===== config.mk =====
export PLATFORM = sky130hd
export DESIGN_NAME = aes_inv_round_ctrl
export DESIGN_NICKNAME = d
export VERILOG_FILES = /design/src/rtl/aes_inv_round_ctrl.sv
export SDC_FILE = /design/constraint.sdc
export NUM_CORES = 1
export LEC_CHECK = 0
export CAP_MARGIN = 30
export CELL_PAD_IN_SITES_DETAIL_PLACEMENT = 1
export CELL_PAD_IN_SITES_GLOBAL_PLACEMENT = 1
export CORE_AREA = 5 5 349 351
export DETAILED_ROUTE_END_ITERATION = 16
export DIE_AREA = 0 0 354 356
export PLACE_DENSITY_LB_ADDON = 0.08
export SLEW_MARGIN = 10
export SYNTH_ARGS = -nofsm -noshare
export SYNTH_HDL_FRONTEND = slang
export SYNTH_SLANG_ARGS = --single-unit

===== constraint.sdc =====
create_clock -name clk -period 2.25 [get_ports clk]
set_input_delay 0.45 -clock clk [delete_from_list [all_inputs] [get_ports clk]]
set_output_delay 0.45 -clock clk [all_outputs]
set_load 0.03 [all_outputs]

===== src/rtl/aes_inv_round_ctrl.sv =====
// Iterative AES inverse-cipher sequencer: owns the 128-bit state and AddRoundKey and walks round keys NR..0.
// Latency 2*(NR+1) cycles from accept to out_valid; accepts only in IDLE, and holds the result until out_ready.
module aes_inv_round_ctrl #(
  parameter int NR  = 10,
  parameter int KAW = 4
) (
  input  logic           clk,
  input  logic           rst_n,
  input  logic           in_valid,
  output logic           in_ready,
  input  logic [127:0]   data_in,
  output logic           out_valid,
  input  logic           out_ready,
  output logic [127:0]   data_out,
  output logic [KAW-1:0] rk_addr,
  output logic           rk_rd_en,
  input  logic [127:0]   rk_data,
  output logic [127:0]   ss_in,
  input  logic [127:0]   ss_out,
  output logic [127:0]   mc_in,
  input  logic [127:0]   mc_out
);

  localparam logic [KAW-1:0] KLAST = KAW'(NR);

  typedef enum logic [1:0] {IDLE, KWAIT, KAPPLY, DONE} fsm_t;

  fsm_t           fsm, fsm_nxt;
  logic [127:0]   state_reg, state_nxt;
  logic [KAW-1:0] k, k_nxt;

  always_ff @(posedge clk or negedge rst_n) begin
    if (!rst_n) begin
      fsm       <= IDLE;
      state_reg <= '0;
      k         <= '0;
    end else begin
      fsm       <= fsm_nxt;
      state_reg <= state_nxt;
      k         <= k_nxt;
    end
  end

  // The key counter is itself the registered RAM address; they never differ.
  assign rk_addr  = k;
  assign data_out = state_reg;
  assign ss_in    = state_reg;
  assign mc_in    = ss_out ^ rk_data;

  always_comb begin
    fsm_nxt   = fsm;
    state_nxt = state_reg;
    k_nxt     = k;
    in_ready  = 1'b0;
    out_valid = 1'b0;
    rk_rd_en  = 1'b0;
    case (fsm)
      IDLE: begin
        in_ready = 1'b1;
        if (in_valid) begin
          state_nxt = data_in;
          k_nxt     = KLAST;
          fsm_nxt   = KWAIT;
        end
      end
      KWAIT: begin
        rk_rd_en = 1'b1;
        fsm_nxt  = KAPPLY;
      end
      KAPPLY: begin
        // First key is a bare AddRoundKey; the last round skips InvMixColumns.
        if (k == KLAST)
          state_nxt = state_reg ^ rk_data;
        else if (k == '0)
          state_nxt = mc_in;
        else
          state_nxt = mc_out;
        if (k == '0) begin
          fsm_nxt = DONE;
        end else begin
          k_nxt   = k - KAW'(1);
          fsm_nxt = KWAIT;
        end
      end
      DONE: begin
        out_valid = 1'b1;
        if (out_ready)
          fsm_nxt = IDLE;
      end
      default: fsm_nxt = IDLE;
    endcase
  end

endmodule


---- Word level (Yosys, flattened, before mapping) ----
Cells that the tools add are included.
word-level totals
  flip-flop bits (word level) ............. 134
  input bits .............................. 516
  output and inout bits ................... 391
operators by class
  add/sub/neg operators ................... 1
  equality and inequality tests ........... 7
  multiplexer cells ....................... 14
  bitwise gates (word level) .............. 2
  reduce and logical (&&, ||, !) cells .... 6
operator list
  operator               count
  $mux W128              3
  $pmux W128 S2          1
  $xor A128 B128 Y128    2
  $mux W4                2
  $pmux W2 S4            1
  $pmux W4 S2            1
  $mux W2                3
  $ne A2 B2 Y1 const B   3
  $eq A2 B2 Y1 const B   2
  $eq A4 B4 Y1 const B   1
  $logic_not A4 Y1       1
  $reduce_and A2 Y1      2
  $sub A4 B1 Y4 const B  1
  $mux W1                3
  $reduce_and A3 Y1      1
  $eq A2 B1 Y1 const B   1
  $logic_not A2 Y1       1
  $reduce_bool A2 Y1     1

---- Logic depth before layout (Yosys ltp) ----
  depth after elaboration ................. 4
  gate-level depth with buffers ........... 9

---- Least setup slack after synthesis ----
OpenSTA, ideal clock, no wires.
  path kind ............................... flip-flop to flip-flop
  start point ............................. reg k[0], in the netlist rk_addr[0]
  end point ............................... reg state_reg[65], in the netlist data_out[65]
  setup time .............................. 124 ps
  arrival ................................. 1879 ps
  required time ........................... 2126 ps
  slack ................................... 247 ps
  stages on the path, launching flop included .. 10
  buffers on the path ..................... 3
  clock period less this slack ............ 2003 ps
  cells stage by stage .................... dfrtp_1 inv_1 ha_1 nor3b_2 buf_6 buf_6 buf_6 a22oi_1 nor2_1 a211o_1
on the way
  longest elaborated chain between the ends .. 4
  elaborated cells on any way between the ends .. 5
  those cells by class .................... eq/ne (1); mux (3); reduce/logical (1)
RTL lines
  what                      line  text
  start: declaration        30    logic [KAW-1:0] k, k_nxt;
  start signal: assignment  40    k <= k_nxt;
  $logic_not A4 Y1          74    else if (k == '0)
  $mux W128                 74
  $mux W128 *               72    if (k == KLAST)
  $pmux W128 S2 *           57    case (fsm)
  end signal: assignment    39    state_reg <= state_nxt;
  end: declaration          29    logic [127:0] state_reg, state_nxt;
Mark *: on every way between the ends. The rest lies on a longest branch, timed or not.
A chain may end at the register's enable or synchronous reset.

---- Final worst setup path ----
  start point ............................. reg k[0], in the netlist rk_addr[0]
  end point ............................... reg state_reg[87], in the netlist data_out[87]
The elaborated chain is that of the path after synthesis.

==> summary.md <==
| Metric | Value |
|---|---|
| Status | finished, final reports clean |
| Routed WL | 92.3 mm |
| Synth Instances | 1498 |
| Crit path largest cell delay | 0.41 ns |
| Pwr Density | 1310 nW/µm² |
| DR iter-0 viols | 487 |
| Post-synthesis cell type with the largest combined area | dfrtp_1 |
| Worst Path Required | 2.63 ns |
| Period utilisation layout | 0.976 |
| Drt first pass iters | 4 |
| Vias in the first global route | 16300 |
| Worst clock skew | 0.0153 ns |
| Die Span Y | 356 µm |
| WL/cell | 23.9 µm |
| Post-synthesis sequential area ratio | 0.261 |
| Clk sinks | 134 |
| Max_slew headroom | 0.530 |
| CP startpoint kind | flip-flop |
| Routed Antenna Nets | 0 |
| Share of cells above drive strength 1 | 0.146 |
| Clk buf depth | 2 |
| Antenna violations before repair | 41 |
| H-tree depth reported by CTS | 4 |
| Critical path class | reg2reg |
| Number of synthesized register bits | 134 |
| Worst skew pair latency | 0.49 ns |
| Top cells by area, synth | dfrtp_1, xor2_1, buf_4 |
| Num ports | 907 |
| Unique masters post-synth | 36 |
| Setup_tns | 0 ns |
| Pin count of the biggest net entering global routing | 60 |
| DRC | 0 |
| Final hold vios | 0 |
| Synth Cell Area | 12800 µm² |
| Met2 usage | 0.264 |
| CORE AREA | 119000 µm² |
| TritonCTS clock tree | built |
| Dominant register cell in the synthesized netlist | dfrtp_1 |
| TritonCTS buffer count | 17 |
| Met3 usage | 0.0456 |
| First-pass GRT wire length | 128 mm |
| GRT overflow | 0 |
| DP HPWL | 72.3 mm |
| Worst path top cell family by delay | compound AO/OA/AOI/OAI gates |
| Synth top area share | 0.261 |
| Leak | 9.61 nW |
| Syn Area/Cell | 8.57 µm² |
| Maximum vdd drop | 708 µV |
| Die Outline Area | 126000 µm² |
| Met1 Use GR | 0.149 |
| Final Instance Area | 23700 µm² |
| Ys async rst share | 1.00 |
| Max Freq | 455 MHz |
| Total number of vias | 14300 |
| Final setup fails | 0 |
| Num rows | 127 |
| CTS root buffer | clkbuf_16 |
| Synth warn | 0 |
| Least-Margin Pin Slew | 0.706 ns |
| Die X | 354 µm |
| Net count, final | 2782 |
| Hold Path Class | in2async |
| Final Critical Period | 2.20 ns |
| Synth-to-Final Area Change | 84.5% |
| Gr usage total | 0.141 |
| Average vias per placed instance | 3.72 |
| Post-synth EDFFs | 0 |
| Critical path buffer and inverter count | 3 |
| Port Buffers | 906 |
| WP data arrival | 2.57 ns |
| Worst-path maximum fanout | 52 |
| Grt peak-use layer | met2 |
| Syn_nets | 2017 |
| Slew Viols, Final | 0 |
| Worst Hold Slack | 0.488 ns |
| CP cell instances | inv_1, ha_1, nor3b_4, buf_4, buf_12, a22oi_2, nor2_1, a211o_1 |
| Starting density of the core | 0.108 |
| GP Congestion | 0.733 |
| Slowest CP cell | a22oi_2 |
| Worst setup EP type | flip-flop |
| Max cap viols | 0 |
| Clock transition at path regs | 0.07 ns |
| Placed Instance Area | 22900 µm² |
## final timing paths
check	startpoint	slack, ns	endpoint	depth (start not counted)
min in group clk	mc_out[6]	0.54	data_out[6]	2
setup / recovery	rk_addr[0]	0.05	data_out[87]	8
setup reg to reg	rk_addr[0]	0.05	data_out[87]	8
max in group asynchronous	rst_n	1.11	data_out[115]	3
hold reg to reg	data_out[51]	0.70	data_out[51]	3
hold / removal	rst_n	0.49	data_out[85]	2
## sequential cells by signal, summed over array words and instances, names as in the netlist
register  count
data_out    128
fsm           2
rk_addr       4
## power breakdown
part,leakage [nW],switching [W],internal (W),total (W)
registers,1.61,0.00238,0.00367,0.00605
clock network,0.312,0.00137,0.00198,0.00335
logic,7.69,0.0125,0.00915,0.0216
## what timing repair did
| item | 4_1_cts | 5_1_grt |
|---|---|---|
| hold buffers | 1 | 0 |
| pin swaps | 0 | 1 |
| setup buffers | 2 | 4 |
| gates resized for setup | 42 | 13 |
| setup endpoints to repair | 40 | 78 |
| hold endpoints to repair | 29 | 0 |
| gates cloned | 1 | 0 |
## final cells by class
cell class                      instances  area (µm²)
Inverter                                4        15.0
Clock buffer                           25         495
Antenna cell                           29        72.6
Clock inverter                          7         143
Timing Repair Buffer                  985        9790
Sequential cell                       134        3360
Multi-Input combinational cell       1121        7880
Fill cell                           13800       95000
Tap cell                             1548        1940
## synthesized netlist by cell type (2+ instances only)
master and count:
inv_1 4, buf_2 52, nor2b_1 105, a21oi_1 130, o21ai_1 87, buf_1 6
nand2_1 107, xor2_1 256, dfrtp_1 134, clkbuf_1 26, a21o_1 21, a221oi_2 13
nor2_1 115, a221oi_1 8, buf_4 135, buf_6 20, mux2i_1 22, a22oi_1 34
and2b_1 2, ha_1 3, o21ai_0 24, a211o_1 107, a22oi_2 74
## placed cells by master, fill, tap and decap left out, drive strengths merged, types with 2 or more instances in the layout
cell type / netlist / final
a221oi: 21 / 21
a22oi: 108 / 108
nand2: 107 / 107
diode: 0 / 29
bufinv: 0 / 4
nor2b: 105 / 105
a21oi: 130 / 130
clkbuf: 26 / 25
mux2i: 22 / 22
xor2: 256 / 256
dlymetal6s2s: 0 / 11
clkinv: 0 / 3
clkdlybuf4s50: 0 / 724
inv: 4 / 4
dfrtp: 134 / 134
a21o: 21 / 21
dlygate4sd2: 0 / 39
o21ai: 111 / 111
nor2: 115 / 115
and2b: 2 / 2
a211o: 107 / 107
buf: 213 / 209
ha: 3 / 3
## cell families (layout without fill, tap and decap cells)
| family | count (synthesis) | count (layout) | share of synthesized area |
|---|---|---|---|
| flip-flops | 134 | 134 | 0.261 |
| XOR/XNOR | 256 | 256 | 0.175 |
| AND/OR/NAND/NOR | 338 | 338 | 0.122 |
| adder cells (fa/ha/maj) | 3 | 3 | 0.00292 |
| AO/OA/AOI/OAI | 502 | 502 | 0.294 |
| other | 0 | 29 | 0 |
| buffers and inverters | 243 | 1021 | 0.127 |
| multiplexers | 22 | 22 | 0.0172 |
## per-stage QoR
step                      setup slack, ns   util  total power (W)  instances
after global routing             -0.00643  0.199           0.0331       3844
final                              0.0542  0.200           0.0310       3853
after detailed placement           0.0250  0.193           0.0283       3784
after CTS                        0.000387  0.198           0.0319       3820
after floorplan                     0.247      -           0.0195       1498
after global placement           -0.00376  0.193           0.0282       3784
## routing by layer
layer  part of all wire  vias to the layer above  routed length (µm)
met4              0.014                       18                1270
met5             0.0013                        -                 121
met3              0.064                       68                5910
met1               0.38                     7076               34800
li1                   -                     6680                   -
met2               0.54                      495               50200
## worst register-to-register path: stages (launching register included)
cell,delay [ns]
dfrtp_1,0.39
inv_1,0.11
ha_1,0.24
nor3b_4,0.15
buf_4,0.17
buf_12,0.17
a22oi_2,0.55
nor2_1,0.08
a211o_1,0.24
(Power assumes the default switching activity.)
